## src/rtl/uart_pkg.sv

```systemverilog
// Shared types and constants for the MMIO UART transmitter.
package uart_pkg;

    localparam int unsigned UART_DATA_BITS    = 8;
    localparam int unsigned UART_CLKS_PER_BIT = 434;

    typedef enum logic [1:0] {
        IDLE,
        START,
        DATA,
        STOP
    } uart_tx_state_t;

endpackage

```

## src/rtl/uart_tx_fifo.sv

```systemverilog
// Synchronous first-word-fall-through FIFO feeding the UART transmitter.
module uart_tx_fifo #(
    parameter int unsigned WIDTH = 8,
    parameter int unsigned DEPTH = 16
) (
    input  logic                     clk,
    input  logic                     Rst,
    input  logic                     push,
    input  logic                     pop,
    input  logic [WIDTH-1:0]         din,
    output logic [WIDTH-1:0]         dout,
    output logic                     full,
    output logic                     empty,
    output logic [$clog2(DEPTH):0]   count
);

    localparam int unsigned PTR_W = $clog2(DEPTH);
    localparam int unsigned CNT_W = PTR_W + 1;

    logic [WIDTH-1:0] mem_q [DEPTH];
    logic [PTR_W-1:0] wr_ptr_q;
    logic [PTR_W-1:0] rd_ptr_q;
    logic [CNT_W-1:0] count_q;
    logic             do_push_c;
    logic             do_pop_c;

    assign full      = (count_q == CNT_W'(DEPTH));
    assign empty     = (count_q == '0);
    assign do_push_c = push && !full;
    assign do_pop_c  = pop && !empty;
    assign dout      = mem_q[rd_ptr_q];
    assign count     = count_q;

    // Storage array; contents need no reset since occupancy gates reads.
    always_ff @(posedge clk) begin
        if (do_push_c) begin
            mem_q[wr_ptr_q] <= din;
        end
    end

    // Pointers wrap naturally because DEPTH is a power of two.
    always_ff @(posedge clk) begin
        if (Rst) begin
            wr_ptr_q <= '0;
            rd_ptr_q <= '0;
            count_q  <= '0;
        end else begin
            if (do_push_c) begin
                wr_ptr_q <= wr_ptr_q + PTR_W'(1);
            end
            if (do_pop_c) begin
                rd_ptr_q <= rd_ptr_q + PTR_W'(1);
            end
            case ({do_push_c, do_pop_c})
                2'b10:   count_q <= count_q + CNT_W'(1);
                2'b01:   count_q <= count_q - CNT_W'(1);
                default: count_q <= count_q;
            endcase
        end
    end

endmodule

```

## src/rtl/uart_mmio_tx.sv

```systemverilog
// MMIO store path to 8N1 serial transmitter with a decoupling FIFO.
module uart_mmio_tx
    import uart_pkg::*;
#(
    parameter int unsigned CLKS_PER_BIT = UART_CLKS_PER_BIT,
    parameter int unsigned FIFO_DEPTH   = 16
) (
    input  logic                           clk,
    input  logic                           Rst,
    input  logic                           mmio_wea,
    input  logic [31:0]                    mmio_dat,
    output logic                           tx,
    output logic                           mmio_read,
    output logic                           tx_ready,
    output logic                           tx_busy,
    output logic [$clog2(FIFO_DEPTH):0]    fifo_count,
    output logic                           overflow
);

    localparam int unsigned BAUD_W = $clog2(CLKS_PER_BIT);

    uart_tx_state_t              state_q;
    logic [BAUD_W-1:0]           baud_q;
    logic [2:0]                  bit_idx_q;
    logic [UART_DATA_BITS-1:0]   shift_q;
    logic                        tx_q;
    logic                        stop_done_q;
    logic                        read_q;
    logic                        overflow_q;

    logic                        bit_end_c;
    logic                        fifo_push_c;
    logic                        fifo_pop_c;
    logic                        fifo_full;
    logic                        fifo_empty;
    logic [UART_DATA_BITS-1:0]   fifo_dout;
    logic                        unused_c;

    assign unused_c    = ^mmio_dat[31:8];
    assign bit_end_c   = (baud_q == BAUD_W'(CLKS_PER_BIT - 1));
    assign fifo_push_c = mmio_wea && !fifo_full;
    assign fifo_pop_c  = !fifo_empty &&
                         ((state_q == IDLE) || ((state_q == STOP) && bit_end_c));

    assign tx        = tx_q;
    assign mmio_read = read_q;
    assign overflow  = overflow_q;
    assign tx_ready  = !fifo_full;
    assign tx_busy   = (state_q != IDLE) || !fifo_empty;

    uart_tx_fifo #(
        .WIDTH (UART_DATA_BITS),
        .DEPTH (FIFO_DEPTH)
    ) u_fifo (
        .clk   (clk),
        .Rst   (Rst),
        .push  (fifo_push_c),
        .pop   (fifo_pop_c),
        .din   (mmio_dat[UART_DATA_BITS-1:0]),
        .dout  (fifo_dout),
        .full  (fifo_full),
        .empty (fifo_empty),
        .count (fifo_count)
    );

    // Frame FSM; tx and the completion pulse are registered from the current
    // state, so the line lags the state by one cycle and the pulse lands one
    // cycle after the stop bit leaves the line.
    always_ff @(posedge clk) begin
        if (Rst) begin
            state_q     <= IDLE;
            baud_q      <= '0;
            bit_idx_q   <= '0;
            shift_q     <= '0;
            tx_q        <= 1'b1;
            stop_done_q <= 1'b0;
            read_q      <= 1'b0;
        end else begin
            read_q      <= stop_done_q;
            stop_done_q <= 1'b0;
            case (state_q)
                IDLE: begin
                    tx_q <= 1'b1;
                    if (!fifo_empty) begin
                        shift_q <= fifo_dout;
                        baud_q  <= '0;
                        state_q <= START;
                    end
                end
                START: begin
                    tx_q <= 1'b0;
                    if (bit_end_c) begin
                        baud_q    <= '0;
                        bit_idx_q <= '0;
                        state_q   <= DATA;
                    end else begin
                        baud_q <= baud_q + BAUD_W'(1);
                    end
                end
                DATA: begin
                    tx_q <= shift_q[0];
                    if (bit_end_c) begin
                        baud_q  <= '0;
                        shift_q <= {1'b0, shift_q[UART_DATA_BITS-1:1]};
                        if (bit_idx_q == 3'(UART_DATA_BITS - 1)) begin
                            state_q <= STOP;
                        end else begin
                            bit_idx_q <= bit_idx_q + 3'd1;
                        end
                    end else begin
                        baud_q <= baud_q + BAUD_W'(1);
                    end
                end
                STOP: begin
                    tx_q <= 1'b1;
                    if (bit_end_c) begin
                        baud_q      <= '0;
                        stop_done_q <= 1'b1;
                        if (!fifo_empty) begin
                            shift_q <= fifo_dout;
                            state_q <= START;
                        end else begin
                            state_q <= IDLE;
                        end
                    end else begin
                        baud_q <= baud_q + BAUD_W'(1);
                    end
                end
                default: state_q <= IDLE;
            endcase
        end
    end

    // Sticky record of any store dropped against a full FIFO.
    always_ff @(posedge clk) begin
        if (Rst) begin
            overflow_q <= 1'b0;
        end else if (mmio_wea && fifo_full) begin
            overflow_q <= 1'b1;
        end
    end

endmodule

```

## config.mk

```make
export PLATFORM = sky130hd
export DESIGN_NAME = uart_mmio_tx
export DESIGN_NICKNAME = d
export VERILOG_FILES = /design/src/rtl/uart_pkg.sv /design/src/rtl/uart_tx_fifo.sv /design/src/rtl/uart_mmio_tx.sv
export SDC_FILE = /design/constraint.sdc
export NUM_CORES = 1
export LEC_CHECK = 0
export ABC_AREA = 1
export CORE_ASPECT_RATIO = 0.7
export CORE_MARGIN = 4
export CORE_UTILIZATION = 55
export DETAILED_ROUTE_END_ITERATION = 10
export GPL_ROUTABILITY_DRIVEN = 0
export GPL_TIMING_DRIVEN = 0
export PLACE_DENSITY = 0.8
export RECOVER_POWER = 100
export SETUP_SLACK_MARGIN = 0.4
export SLEW_MARGIN = 40
export SYNTH_ARGS = -nofsm -noshare
export SYNTH_HDL_FRONTEND = slang
export SYNTH_SLANG_ARGS = --single-unit
```

## constraint.sdc

```tcl
create_clock -name clk -period 2.5 [get_ports clk]
set_input_delay 0.25 -clock clk [delete_from_list [all_inputs] [get_ports clk]]
set_output_delay 0.25 -clock clk [all_outputs]
set_load 0.03 [all_outputs]
```

[Yosys cells after proc, flatten, opt, wreduce, memory -nomap -nowiden]
Memory sizes are Yosys's and may differ from the RTL's. A register that Yosys moved wholly into a read port is not among the register bits.
Index checks and enable logic that the tools add are counted.
Storage, ports and cells
  flip-flop bits (word level): 39
  memory bits (writable): 128
  input bits: 35
  output and inout port bits: 10
  logic and storage cells: 80
  memories: 1
Memory list
  u_fifo.mem_q: words 16, width 8, rd ports 1, clocked after memory_dff 1, write ports 1, RTL line uart_tx_fifo.sv:20  | logic [WIDTH-1:0] mem_q [DEPTH];
Operators by class
  $add $sub $neg: 6
  equal/unequal tests: 14
  multiplexer cells: 25
  bitwise logic cells: 1
  reductions and logical operators: 22
Operators by type and width (count)
  2-to-1 mux 8 bit: 3
  one-hot mux 8 bit (3 select lines): 1
  2-to-1 mux 9 bit: 2
  one-hot mux 9 bit (2 select lines): 1
  != test 2 bit (second input constant): 6
  2-to-1 mux 2 bit: 5
  one-hot mux 5 bit (2 select lines): 1
  adder 9 x 1 -> 9 bit (second input constant): 1
  equality test 9 bit (second input constant): 1
  2-to-1 mux 3 bit: 3
  adder 4 x 1 -> 4 bit (second input constant): 2
  2-to-1 mux 4 bit: 2
  one-hot mux 2 bit (4 select lines): 1
  equality test 2 bit (second input constant): 3
  logical AND 1 bit: 6
  one-hot mux 3 bit (2 select lines): 1
  nonzero test 2 bit: 3
  adder 5 x 1 -> 5 bit (second input constant): 1
  equality test 5 bit (second input constant): 1
  zero test 5 bit: 1
  AND reduction 5 bit: 1
  subtractor 5 x 1 -> 5 bit (second input constant): 1
  equality test 2 x 1 -> 1 bit (second input constant): 2
  2-to-1 mux 1 bit: 4
  12 further kinds: 15

[Depth between registers and ports, before layout]
Gate-level depths: netlist of run 1.
  word-level depth: 7
  gate-level depth with buffers: 19
  mapped depth without buffers: 19

[Cells and area by module]
From an unflattened synthesis of run 1, not the netlist that was laid out.
Unflattened totals
  cell total of the unflattened synthesis: 675
  area, all modules: 7532.2 um^2
By module, submodules not included
  uart_tx_fifo: times used 1, cells each 474, area an instance 6075.8 um^2, sequential area each 4184.0 um^2
  uart_mmio_tx: times used 1, cells each 201, area an instance 1456.4 um^2, sequential area each 520.5 um^2

[Worst setup path after synthesis of run 1]
No wires, ideal clock.
  kind: reg-to-reg
  from: reg state_q[0]
  to: reg u_fifo.count_q[4] (netlist: u_fifo.count[4])
  setup time: 109 ps
  data arrival time: 2115 ps
  required time: 2391 ps
  slack: 276 ps
  stages on the path, launching flop included: 18
  buffers on the path: 0
  period minus slack after synthesis: 2224 ps
  cells stage by stage: dfxtp_1 > inv_1 > ha_1 > inv_1 > nand2_2 > nand2_2 > inv_1 > ha_1 > xor2_1 > ha_1 > inv_1 > nand2_2 > nand2_1 > nand2_1 > nand2_1 > nand3_1 > nand2_1 > inv_1
Between the ends
  longest elaborated chain between the ends: 7
  elaborated cells between the ends (all ways): 10
  those cells by class: 3 x eq/ne; 1 x mux; 6 x reduce/logical
RTL lines
  start, declared: RTL line uart_mmio_tx.sv:22  | uart_tx_state_t state_q;
  start signal, assigned: RTL line uart_mmio_tx.sv:71  | state_q <= IDLE;
  start signal, assigned: RTL line uart_mmio_tx.sv:87  | state_q <= START;
  start signal, assigned: RTL line uart_mmio_tx.sv:95  | state_q <= DATA;
  equality test 2 bit: RTL line uart_mmio_tx.sv:43  | ((state_q == IDLE) || ((state_q == STOP) && bit_end_c));
  logical AND 1 bit: RTL line uart_mmio_tx.sv:43
  logical OR 1 bit *: RTL line uart_mmio_tx.sv:43
  logical AND 1 bit *: RTL line uart_mmio_tx.sv:42  | assign fifo_pop_c = !fifo_empty &&
  logical AND 1 bit *: RTL line uart_tx_fifo.sv:30  | assign do_pop_c = pop && !empty;
  via u_fifo.do_pop_c: RTL line uart_tx_fifo.sv:25  | logic do_pop_c;
  equality test 2 x 1 -> 1 bit / equality test 2 bit (equally long branches): RTL line uart_tx_fifo.sv:54  | case ({do_push_c, do_pop_c})
  one-hot mux 5 bit (2 select lines) / nonzero test 2 bit (equally long branches)
  end signal, assigned: RTL line uart_tx_fifo.sv:55  | 2'b10: count_q <= count_q + CNT_W'(1);
  end signal, assigned: RTL line uart_tx_fifo.sv:56  | 2'b01: count_q <= count_q - CNT_W'(1);
  end signal, assigned: RTL line uart_tx_fifo.sv:57  | default: count_q <= count_q;
  end, declared: RTL line uart_tx_fifo.sv:23  | logic [CNT_W-1:0] count_q;
The timed path passes the listed nets; every way through them passes the cells marked *.
A chain may end at the register's enable or synchronous reset.

[Worst setup path in the final report of run 1]
  from: reg u_fifo.count_q[1] (netlist: u_fifo.count[1])
  to: mem u_fifo.mem_q[9][5], enable pin
Between the ends
  longest elaborated chain between the ends: 6
RTL lines
  equality test 5 bit *: RTL line uart_tx_fifo.sv:27  | assign full = (count_q == CNT_W'(DEPTH));
  zero test 1 bit *: RTL line uart_tx_fifo.sv:29, uart_mmio_tx.sv:41
  logical AND 1 bit: RTL line uart_mmio_tx.sv:41  | assign fifo_push_c = mmio_wea && !fifo_full;
  logical AND 1 bit *: RTL line uart_tx_fifo.sv:29  | assign do_push_c = push && !full;
  2-to-1 mux 1 bit *: RTL line uart_tx_fifo.sv:36  | if (do_push_c) begin
  2-to-1 mux 1 bit (not written as such) *: RTL line uart_tx_fifo.sv:37  | mem_q[wr_ptr_q] <= din;
  end, declared: RTL line uart_tx_fifo.sv:20
Mark *: on every way between the ends. The rest lies on a longest branch, timed or not.

==> results of run 1 <==
synthesized netlist by cell type:
master | number | share of area (%)
sky130_fd_sc_hd__nor2_2 | 4 | 0.34
sky130_fd_sc_hd__o211ai_1 | 7 | 0.72
sky130_fd_sc_hd__buf_2 | 9 | 0.62
sky130_fd_sc_hd__a21oi_1 | 33 | 2.3
sky130_fd_sc_hd__nand4_1 | 2 | 0.17
sky130_fd_sc_hd__nor2_1 | 123 | 6.3
sky130_fd_sc_hd__o21ai_2 | 1 | 0.12
sky130_fd_sc_hd__nand2_4 | 2 | 0.31
sky130_fd_sc_hd__dfxtp_1 | 43 | 12
sky130_fd_sc_hd__o21a_1 | 2 | 0.21
sky130_fd_sc_hd__nand4_2 | 2 | 0.34
sky130_fd_sc_hd__a21oi_2 | 2 | 0.24
sky130_fd_sc_hd__a211oi_1 | 2 | 0.21
sky130_fd_sc_hd__o21ai_0 | 81 | 5.6
sky130_fd_sc_hd__clkbuf_1 | 16 | 0.83
sky130_fd_sc_hd__inv_2 | 8 | 0.41
sky130_fd_sc_hd__a221oi_1 | 2 | 0.24
sky130_fd_sc_hd__ha_1 | 18 | 3.1
sky130_fd_sc_hd__nor3_2 | 1 | 0.14
sky130_fd_sc_hd__inv_1 | 36 | 1.9
sky130_fd_sc_hd__nor3_1 | 2 | 0.14
sky130_fd_sc_hd__xnor2_1 | 2 | 0.24
sky130_fd_sc_hd__clkbuf_2 | 1 | 0.069
sky130_fd_sc_hd__o211a_1 | 1 | 0.14
sky130_fd_sc_hd__edfxtp_1 | 128 | 53
sky130_fd_sc_hd__a21oi_4 | 1 | 0.22
sky130_fd_sc_hd__nand2_2 | 5 | 0.43
sky130_fd_sc_hd__o22ai_1 | 9 | 0.77
sky130_fd_sc_hd__nand4_4 | 2 | 0.58
sky130_fd_sc_hd__xor2_1 | 3 | 0.36
sky130_fd_sc_hd__o21ai_1 | 2 | 0.14
sky130_fd_sc_hd__or2_2 | 1 | 0.086
sky130_fd_sc_hd__buf_4 | 2 | 0.21
sky130_fd_sc_hd__nand3_1 | 29 | 2.0
sky130_fd_sc_hd__nor2_4 | 2 | 0.31
sky130_fd_sc_hd__o221ai_1 | 22 | 2.6
sky130_fd_sc_hd__nand2_1 | 55 | 2.8
sky130_fd_sc_hd__buf_6 | 1 | 0.15
power groups by stage:
stage / logic, mW / registers, mW / clock network (mW)
after global placement: 2.63 / 3.44 / 0
after floorplan: 1.87 / 3.49 / 0
after CTS: 2.96 / 3.40 / 2.73
final: 3.23 / 3.42 / 2.73
after global routing: 3.51 / 3.43 / 2.86
after detailed placement: 2.75 / 3.45 / 0
worst max-delay path, stage by stage (launching register included):
cell                      delay [ps]
sky130_fd_sc_hd__dfxtp_1         440
sky130_fd_sc_hd__inv_1           180
sky130_fd_sc_hd__nand4_4         150
sky130_fd_sc_hd__nand2_4         110
sky130_fd_sc_hd__inv_1           150
sky130_fd_sc_hd__nand2_1         180
sky130_fd_sc_hd__nor2_1          660
state kept, by name (all words and copies together), names as in the netlist, named ones only:
register and flops:
stop_done_q 1, bit_idx_q 3, state_q 2, mmio_read 1, u_fifo.wr_ptr_q 4, u_fifo.count 5
shift_q 8, overflow 1, baud_q 9, tx 1, u_fifo.rd_ptr_q 4, u_fifo.mem_q 128
worst max-delay path by stage:
stage,slack (ps),endpoint
after floorplan,410,u_fifo.count[4]
after global routing,80,u_fifo.count[4]
after detailed placement,120,u_fifo.count[4]
after CTS,330,u_fifo.mem_q[15][1]
after global placement,190,u_fifo.mem_q[3][6]
final,250,u_fifo.mem_q[9][5]
kinds of logic (layout without fill, tap and decap cells):
| kind of cell | count (synthesis) | after routing | synth area share (%) |
|---|---|---|---|
| simple gates | 230 | 230 | 14.0 |
| flops | 171 | 171 | 64.6 |
| compound gates | 165 | 165 | 13.5 |
| buf+inv | 73 | 136 | 4.14 |
| fa+ha+maj | 18 | 18 | 3.09 |
| xor+xnor | 5 | 5 | 0.602 |
layer usage:
layer  up-vias  track usage [%]  share of wire, %
met5         -                0                 0
met4         0             11.3               3.0
met3        53             6.53                12
met2       387             35.0                46
met1      2646             33.4                39
li1       2465                -                 -
through the flow:
step                      instances  area, um2  total power, mW  setup slack, ps  hold WS, ps
after floorplan                 662       7280             5.36              407          349
after global placement          843       7680             6.07              188          393
after detailed placement        843       7680             6.20              116          406
after CTS                       884       8410             9.09              332          232
after global routing            887       8560             9.80             81.5          321
final                           887       8560             9.37              255          246
layout make-up:
type                            count  share of cell area, %
Clock buffer                       18                   5.01
Sequential cell                   171                   55.1
Inverter                           44                   1.96
Timing Repair Buffer               31                   3.29
Buffer                             29                   1.68
Multi-Input combinational cell    418                   28.5
Clock inverter                     14                   2.11
Tap cell                          162                   2.37
what timing repair did:
action	CTS	global route
gates resized for setup	15	51
endpoints found under the setup margin	37	130
setup buffers	9	3
pin swaps	7	12
==> reports/summary.log, run 1 <==
INFO  clocking       cts_buffer_depth=2
INFO  die            io_pins=45
INFO  route          post_drt_via_cell_ratio=6.26
INFO  route          drc=0
INFO  min_path       min_delay_path_depth=4
INFO  yosys          synthesis.area=7280um2
INFO  global_route   globalRoute.totalOverflow=0
INFO  finish         final-seq-area=4710um2
INFO  die            die-height=104um
INFO  setup_path     worstReg2RegEnd=u_fifo.mem_q[9][5]
INFO  setup_path     start_kind=register
INFO  finish         final_layout_size_suffix_gt1_share=17.7%
INFO  yosys          postSynthCellCount=662
INFO  route          detail-route-antenna-nets=0
INFO  die            design.core.area=12700um2
INFO  setup_path     critPathLaunch=u_fifo.count[1]
INFO  finish         layout_commonest_cell=sky130_fd_sc_hd__edfxtp_1
INFO  power_and_ir_drop clock_power_share=29.1%
INFO  power_and_ir_drop seqPwrFrac=36.5%
INFO  setup_path     crit_required=2550ps
INFO  finish         multi_input_area=2440um2
INFO  route          routedWlPerCell=20.9um
INFO  place          place_hpwl=11800um
INFO  route          number_of_iterations_in_the_first_detailed_routing_pass=6
INFO  power_and_ir_drop p_sw_share=36.2%
INFO  clocking       h_tree_lvls=4
INFO  timing         max_slew_violation_count=0
INFO  power_and_ir_drop power.internal=5.98mW
INFO  global_route   track_usage=23.9%
INFO  setup_path     crit_type=reg -> reg
INFO  timing         final_min_period_over_clock_period=89.8%
INFO  setup_path     timing.reg2reg.worst_path_depth=6
INFO  clocking       tritoncts=built
INFO  clocking       cts_root_buf=sky130_fd_sc_hd__clkbuf_16
INFO  yosys          synth.ff_latch_count=171
INFO  die            fp.dieW=145um
INFO  setup_path     kind_of_end_point_of_the_critical_path=register
INFO  power_and_ir_drop power_density=1100nW/um2
INFO  route          number_of_vias_after_detailed_routing=5551
INFO  yosys          postSynthNetCount=715
INFO  global_route   grt_max_degree=17
INFO  route          routed_wl=18500um
INFO  global_route   grt_antenna_before_repair=0
INFO  global_route   grt_pass1_vias=5331
INFO  finish         layout.filler_cells=867
INFO  global_route   global_route_wire_length_before_repair=28000um
INFO  clocking       ctsHoldBuffers=0
INFO  setup_path     crit-reg2reg-launch=u_fifo.count[1]
INFO  finish         commonest_cells_after_routing_fill_and_taps_aside=sky130_fd_sc_hd__edfxtp_1, sky130_fd_sc_hd__nor2_1, sky130_fd_sc_hd__o21ai_0, sky130_fd_sc_hd__nand2_1, sky130_fd_sc_hd__dfxtp_1
INFO  timing         rsz0062_at_grt=yes
INFO  clocking       skew_pair_late_insertion_delay=430ps
INFO  min_path       min_from=Rst
INFO  timing         finalClockSkew=12.2ps
INFO  finish         finalCoreUtilization=67.5%
INFO  finish         area_growth_syn_to_layout=17.6%
INFO  min_path       timing.hold.worst_endpoint=u_fifo.count[3]
INFO  min_path       worst_hold_path_type=in -> reg
INFO  setup_path     worstPathMaxFanout=8
INFO  power_and_ir_drop peak_ir_drop_on_the_vdd_network=0.633mV
INFO  finish         ant_diodes=0
INFO  timing         timing.final.crit_period=2250ps
INFO  place          placement.io_buffers=19
INFO  yosys          synth-seq-area-share=64.6%
INFO  die            row_count=34
INFO  flow_run       max-cap-violations=0
INFO  clocking       clk_pin_slew_worst_paths=70ps
INFO  timing         hold_viol=0
INFO  power_and_ir_drop static_leak=3.01nW
INFO  die            die_ar=15200um2
INFO  route          first_iter_violations=661
INFO  timing         max_clock_freq=445MHz
INFO  power_and_ir_drop netSwitchingPower=3.39mW
INFO  finish         finalNetCount=765
INFO  yosys          synth-warning-count=0
INFO  yosys          syn_area_per_cell=11.0um2
INFO  timing         worst_slew_margin_rel=46.6%
INFO  yosys          synthDistinctLibCells=38
INFO  timing         report.final.setup_viol=0
INFO  setup_path     reg2reg_slack=250ps
INFO  setup_path     worstPathArrival=2300ps
INFO  timing         fin_setup_tns=0ps
INFO  power_and_ir_drop pwr-share-comb=34.4%
INFO  clocking       cts_buffers=17
INFO  die            initial_core_util=57.4%
INFO  timing         max_slew.worst_pin.slew=798ps
INFO  clocking       number_of_sinks_handled_by_clock_tree_synthesis=171
INFO  run_status     status=complete, no violations
Power figures use the tool's default switching activity.
==> run 2: changes to the inputs <==
ABC_CLOCK_PERIOD_IN_PS = 2500   (was unset)
==> results of run 2 <==
Final layout, timing and power as in run 1 (identical DEF).
